File: config.mk
export PLATFORM = sky130hd
export DESIGN_NAME = uart_tx_arbiter
export DESIGN_NICKNAME = d
export VERILOG_FILES = /design/src/rtl/uart_arb_pkg.sv /design/src/rtl/uart_arb_fifo.sv /design/src/rtl/uart_tx_arbiter.sv
export SDC_FILE = /design/constraint.sdc
export NUM_CORES = 1
export LEC_CHECK = 0
export CORE_ASPECT_RATIO = 1.75
export CORE_MARGIN = 4
export CORE_UTILIZATION = 50
export CTS_CLUSTER_SIZE = 20
export DETAILED_ROUTE_END_ITERATION = 12
export PLACE_DENSITY_LB_ADDON = 0.3
export SLEW_MARGIN = 20
export SYNTH_ARGS = -nofsm -noshare
export SYNTH_HDL_FRONTEND = slang
export SYNTH_HIERARCHICAL = 1
export SYNTH_SLANG_ARGS = --single-unit
File: constraint.sdc
create_clock -name clk -period 3 [get_ports clk]
set_input_delay 0.45 -clock clk [delete_from_list [all_inputs] [get_ports clk]]
set_output_delay 0.45 -clock clk [all_outputs]
set_load 0.02 [all_outputs]
File: src/rtl/uart_arb_pkg.sv
// Shared types and helpers for the UART transmit arbiter: FSM encoding and
// the round-robin selector used to pick the next requester.
package uart_arb_pkg;

    typedef enum logic [1:0] {IDLE, LAUNCH, WAIT_BUSY, WAIT_DONE} arb_state_t;

    localparam int DEF_DATA_W = 8;
    localparam int MAX_REQ    = 8;

    // First set bit of mask at or above ptr, wrapping modulo n.
    function automatic logic [2:0] rr_pick(input logic [7:0] mask, input logic [2:0] ptr,
                                           input int n);
        logic found;
        int   j;
        rr_pick = ptr;
        found   = 1'b0;
        for (int i = 0; i < MAX_REQ; i++) begin
            j = (int'(ptr) + i) % n;
            if (!found && i < n && mask[3'(j)]) begin
                rr_pick = 3'(j);
                found   = 1'b1;
            end
        end
    endfunction

endpackage

File: src/rtl/uart_arb_fifo.sv
// Per-requester byte buffer: a one-entry holding register when DEPTH=1,
// otherwise a power-of-two circular FIFO. Push when full / pop when empty are ignored.
module uart_arb_fifo #(
    parameter int DATA_W = 8,
    parameter int DEPTH  = 1
) (
    input  logic              clk,
    input  logic              rst,
    input  logic              push,
    input  logic              pop,
    input  logic [DATA_W-1:0] wdata,
    output logic [DATA_W-1:0] rdata,
    output logic              full,
    output logic              empty
);

    generate
        if (DEPTH == 1) begin : g_hold
            logic [DATA_W-1:0] hold;
            logic              held;

            always_ff @(posedge clk or posedge rst) begin
                if (rst) begin
                    held <= 1'b0;
                    hold <= '0;
                end else begin
                    // A full register refuses the push even while it is being popped.
                    held <= held ? !pop : push;
                    if (push && !held) hold <= wdata;
                end
            end

            assign rdata = hold;
            assign full  = held;
            assign empty = !held;
        end else begin : g_fifo
            localparam int AW = $clog2(DEPTH);
            localparam int CW = $clog2(DEPTH + 1);

            logic [DATA_W-1:0] mem [DEPTH];
            logic [AW-1:0]     wr_ptr, rd_ptr;
            logic [CW-1:0]     count;
            logic              do_push, do_pop;

            assign full    = (count == CW'(DEPTH));
            assign empty   = (count == '0);
            assign do_push = push && !full;
            assign do_pop  = pop && !empty;
            assign rdata   = mem[rd_ptr];

            always_ff @(posedge clk or posedge rst) begin
                if (rst) begin
                    wr_ptr <= '0;
                    rd_ptr <= '0;
                    count  <= '0;
                end else begin
                    if (do_push) wr_ptr <= wr_ptr + AW'(1);
                    if (do_pop)  rd_ptr <= rd_ptr + AW'(1);
                    count <= count + CW'(do_push) - CW'(do_pop);
                end
            end

            always_ff @(posedge clk) begin
                if (do_push) mem[wr_ptr] <= wdata;
            end
        end
    endgenerate

endmodule

File: src/rtl/uart_tx_arbiter.sv
// Round-robin arbiter sharing one UART transmitter between N_REQ byte sources.
// Define TX_FIFO_EN for FIFO_DEPTH-entry queues; otherwise each source has one holding register.
module uart_tx_arbiter
    import uart_arb_pkg::*;
#(
    parameter int N_REQ      = 2,
    parameter int DATA_W     = DEF_DATA_W,
    parameter int FIFO_DEPTH = 4,
    parameter int BUSY_WAIT  = 16
) (
    input  logic                                          clk,
    input  logic                                          rst,
    input  logic [N_REQ-1:0]                              req_valid,
    input  logic [N_REQ*DATA_W-1:0]                       req_data,
    output logic [N_REQ-1:0]                              req_ready,
    output logic [DATA_W-1:0]                             tx_data,
    output logic                                          tx_start,
    input  logic                                          tx_busy,
    output logic [((N_REQ > 1) ? $clog2(N_REQ) : 1)-1:0]  grant_id,
    output logic                                          tx_active,
    output logic [N_REQ-1:0]                              overflow
);

    localparam int GW = (N_REQ > 1) ? $clog2(N_REQ) : 1;
    localparam int CW = (BUSY_WAIT > 1) ? $clog2(BUSY_WAIT) : 1;
`ifdef TX_FIFO_EN
    localparam int DEPTH = FIFO_DEPTH;
`else
    localparam int DEPTH = 1 + 0 * FIFO_DEPTH;
`endif

    logic [N_REQ-1:0]             full, empty, push, pop;
    logic [N_REQ-1:0][DATA_W-1:0] rdata;
    arb_state_t                   state, state_nxt;
    logic [GW-1:0]                rr_ptr, pick;
    logic [CW-1:0]                wait_cnt;
    logic                         any_pending;

    assign req_ready   = ~full;
    assign push        = req_valid & ~full;
    assign any_pending = !(&empty);
    assign pick        = GW'(rr_pick(8'(~empty), 3'(rr_ptr), N_REQ));

    generate
        for (genvar g = 0; g < N_REQ; g++) begin : g_req
            uart_arb_fifo #(.DATA_W(DATA_W), .DEPTH(DEPTH)) u_buf (
                .clk   (clk),
                .rst   (rst),
                .push  (push[g]),
                .pop   (pop[g]),
                .wdata (req_data[g*DATA_W +: DATA_W]),
                .rdata (rdata[g]),
                .full  (full[g]),
                .empty (empty[g])
            );
        end
    endgenerate

    always_comb begin
        state_nxt = state;
        pop       = '0;
        tx_start  = 1'b0;
        tx_active = 1'b0;
        case (state)
            IDLE: begin
                if (any_pending) begin
                    pop[pick] = 1'b1;
                    state_nxt = LAUNCH;
                end
            end
            LAUNCH: begin
                tx_start  = 1'b1;
                tx_active = 1'b1;
                state_nxt = WAIT_BUSY;
            end
            WAIT_BUSY: begin
                tx_active = 1'b1;
                // A UART that never acknowledges is treated as having sent the byte.
                if (tx_busy)                             state_nxt = WAIT_DONE;
                else if (wait_cnt == CW'(BUSY_WAIT - 1)) state_nxt = IDLE;
            end
            WAIT_DONE: begin
                tx_active = tx_busy;
                if (!tx_busy) state_nxt = IDLE;
            end
            default: state_nxt = IDLE;
        endcase
    end

    always_ff @(posedge clk or posedge rst) begin
        if (rst) begin
            state    <= IDLE;
            rr_ptr   <= '0;
            wait_cnt <= '0;
            tx_data  <= '0;
            grant_id <= '0;
            overflow <= '0;
        end else begin
            state    <= state_nxt;
            overflow <= overflow | (req_valid & full);
            case (state)
                IDLE: begin
                    if (any_pending) begin
                        tx_data  <= rdata[pick];
                        grant_id <= pick;
                    end
                end
                LAUNCH: begin
                    wait_cnt <= '0;
                    rr_ptr   <= (grant_id == GW'(N_REQ - 1)) ? '0 : grant_id + GW'(1);
                end
                WAIT_BUSY: wait_cnt <= wait_cnt + CW'(1);
                default: ;
            endcase
        end
    end

endmodule

==> summary.log <==
[logic_synthesis] number of distinct standard cells referenced by the synthesized netlist 27
[grt] number of global-route vias before repair 1,256
[clock_network] Worst-Skew Late Latency 290 ps
[grt] antenna violations before repair 0
[placement] count of input and output buffers 35
[clock_network] number of buffers on the longest clock path 2
[final_layout] filler cell count 248
[worst_setup_path] reg-to-reg startpoint state[0]
[final_layout] synthesis-to-layout area growth 28.5%
[drt] DRC violation total after the first TritonRoute iteration 36
[clock_network] total of cells resized after clock tree synthesis 0
[logic_synthesis] warning count from the yosys run 6
[drt] # DRC 0
[final_layout] Finished Core Util 0.687
[final_layout] sequential cell area 901 um2
[clock_network] number of clock sinks seen by CTS 36
[pwr] worst supply voltage drop on vdd 0.667 mV
[timing] RSZ-0062 raised after global routing no
[timing] maximum achievable frequency 0.398 GHz
[worst_hold_path] cell count of the worst hold path 1
[logic_synthesis] top cells by area, synth dfrtp_1 53%, mux2_4 14%, ha_1 5.1%
[clock_network] clock tree root driver cell clkbuf_8
[logic_synthesis] portion of the post-synthesis area used by sequential elements 0.526
[grt] wire length of the first global-routing pass 6.02 mm
[outcome] status finished clean
[drt] Total Wirelength 3.63 mm
[clock_network] post-CTS clock slew at the launch and capture registers of the worst setup and hold paths 70 ps
[timing] largest clock skew in the final design 6.92 ps
[worst_hold_path] Worst Hold Endpoint overflow[1]
[clock_network] number of CTS-inserted buffers 5
[worst_setup_path] worst reg2reg setup slack 1240 ps
[timing] final clock period utilization by the worst path 0.837
[worst_hold_path] classification of the worst-slack hold path reg -> reg
[timing] final setup violation count 0
[timing] Worst Hold Slack 458 ps
[clock_network] number of buffers inserted to repair setup after CTS 0
[logic_synthesis] library cell with the largest summed area after synthesis dfrtp_1
[pwr] P_leak 0.00101 uW
[die] number of primary I/O pins 36
[clock_network] number of levels the H-tree was split into 2
[drt] Avg Vias per Cell 5.47
[final_layout] footprint of the multi-input gates 719 um2
[worst_setup_path] CP max FO 9
[logic_synthesis] post-synthesis register bit count 36
[final_layout] total inserted antenna cells 0
[timing] final total negative setup slack 0 ps
[placement] Placement Setup Slack 792 ps
[timing] worst setup slack after layout 489 ps
[worst_hold_path] Min-Delay Startpoint overflow[1]
[pwr] Power per Cell Area 1070 mW/mm2
[die] area enclosed by the die boundary 0.00447 mm2
[job] reported max-cap violation count 0
[worst_setup_path] CP required 2550 ps
[drt] remaining antenna violation count 0
[grt] grt total ovfl 0
[timing] transition time at the pin with the least slew margin 674 ps
[worst_setup_path] Startpoint Class register
[worst_setup_path] kind of end point of the critical path output port
[final_layout] share of final-layout standard cells stronger than drive strength 1 0.157
[timing] Relative slew margins 0.550
[die] Chip Height 85.5 um
[placement] estimated wirelength of the detail-placed design 2.72 mm
[drt] vias after detailed routing 1,176
[logic_synthesis] fraction of synthesized cell area taken by the top area cell type 0.526
[clock_network] count of hold buffers inserted by post-cts repair 0
[worst_setup_path] critical path class reg -> out
[drt] routed wirelength normalized by instance count 16.9 um
[timing] count of final hold-check violations 0
[logic_synthesis] total standard cell area after synthesis 0.00171 mm2
[final_layout] Post-layout nets 199
[placement] final weighted congestion in routability-driven placement 0.785
[die] placeable core area 0.00321 mm2
[worst_setup_path] arrival time at the worst endpoint 2060 ps
[logic_synthesis] total nets after synthesis 159
[clock_network] clock tree from TritonCTS yes
[timing] final critical-path required period 2510 ps
[worst_setup_path] Reg2Reg Capture Point tx_data[0]
[logic_synthesis] Gate Count Post-Synth 131
[logic_synthesis] Syn Area/Cell 13.1 um2
[worst_setup_path] depth of the most critical reg-to-reg path 5
[drt] first-pass iteration count of the detailed router 4
[die] Die Width 52.3 um
[timing] total count of max-transition violations in the final report 0
[die] Std-Cell Rows 27
[grt] global routing usage summed across all routing layers 0.185
[die] initial core utilization 0.534
[grt] largest net degree at the start of global routing 19
-- through the flow --
step	instances	cell area (um2)	total power, uW
6_report	215	2200	2360
5_1_grt	215	2200	2510
4_1_cts	215	2200	2380
3_5_place_dp	207	2100	1960
3_3_place_gp	207	2100	1900
2_1_floorplan	131	1710	1600
-- worst max-delay path, cell delays in order (launching register included) --
cell             delay, ps
dfrtp_1                410
inv_1                  130
ha_1                   450
a21oi_1                 80
nor2_1                 100
clkdlybuf4s50_1        610
-- registers in the layout (all words and copies together), names as in the netlist --
name	flops
state	2
g_req.u_buf/full	2
grant_id	1
g_req.u_buf/rdata	16
tx_data	8
overflow	2
rr_ptr	1
wait_cnt	4
-- synth_stat cells --
cell and n:
a21boi_2 1, a221o_1 8, ha_1 7, a311o_1 1
mux2_4 16, nor2_1 3, o22a_1 1, a2111oi_0 1
a21oi_1 2, nand3_1 4, nor2b_1 14, a32o_1 1
nand2_1 1, a211oi_4 1, o21bai_1 2, nand4b_1 1
dfrtp_1 36, mux2i_1 1, o2bb2ai_1 1, a21o_1 4
clkbuf_1 1, inv_1 15, o211a_1 1, nor3_1 1
buf_6 3, nand3b_1 1, o21ai_0 3
-- cell usage in the layout (no fill, tap or decap), drive strengths merged --
master / netlist / layout
nand2: 1 / 1
o21bai: 2 / 2
buf: 3 / 2
nor2: 3 / 3
nor3: 1 / 1
nand3: 4 / 4
a32o: 1 / 1
bufinv: 0 / 1
nand4b: 1 / 1
a2111oi: 1 / 1
a21oi: 2 / 2
o2bb2ai: 1 / 1
a211oi: 1 / 1
o21ai: 3 / 3
clkdlybuf4s50: 0 / 35
o22a: 1 / 1
a21o: 4 / 4
a21boi: 1 / 1
inv: 15 / 15
dfrtp: 36 / 36
ha: 7 / 7
nand3b: 1 / 1
clkinv: 0 / 1
o211a: 1 / 1
a221o: 8 / 8
clkbuf: 1 / 6
a311o: 1 / 1
nor2b: 14 / 14
mux2i: 1 / 1
mux2: 16 / 16
-- worst max-delay path by stage --
stage / from / to / slack [ps]
after floorplan: state[1] / tx_active / 1230
after global placement: tx_busy / tx_active / 830
after detailed placement: tx_busy / tx_active / 790
after CTS: state[0] / tx_active / 480
after global routing: state[1] / tx_active / 400
final: state[0] / tx_active / 490
-- layer usage --
| layer | global-route usage | vias to the layer above | part of all wire |
|---|---|---|---|
| li1 | - | 537 | - |
| met2 | 0.324 | 28 | 0.57 |
| met5 | 0 | - | 0 |
| met1 | 0.209 | 606 | 0.37 |
| met4 | 0.0907 | 0 | 0.017 |
| met3 | 0.0316 | 5 | 0.041 |
-- kinds of logic (layout without fill, tap and decap cells) --
family,after synthesis,in the layout,share of synthesized area
mux,17,17,0.146
fa+ha+maj,7,7,0.0511
buf+inv,19,60,0.0547
flops,36,36,0.526
simple gates,25,25,0.0839
compound gates,27,27,0.139
-- where the power goes --
part / total (uW) / internal (uW) / switching, uW / leakage, uW
Combinational: 1100 / 583 / 521 / 0.000517
Clock: 413 / 246 / 167 / 0.0000552
Sequential: 847 / 701 / 145 / 0.000433
-- cell type report --
class,instances,area share
sequential,36,0.409
multi-input combinational,76,0.327
timing repair buffer,37,0.166
clock buffer,6,0.0329
inverter,15,0.0256
tap,43,0.0244
clock inverter,2,0.0159
No activity file was read; power rests on OpenSTA's default activity.
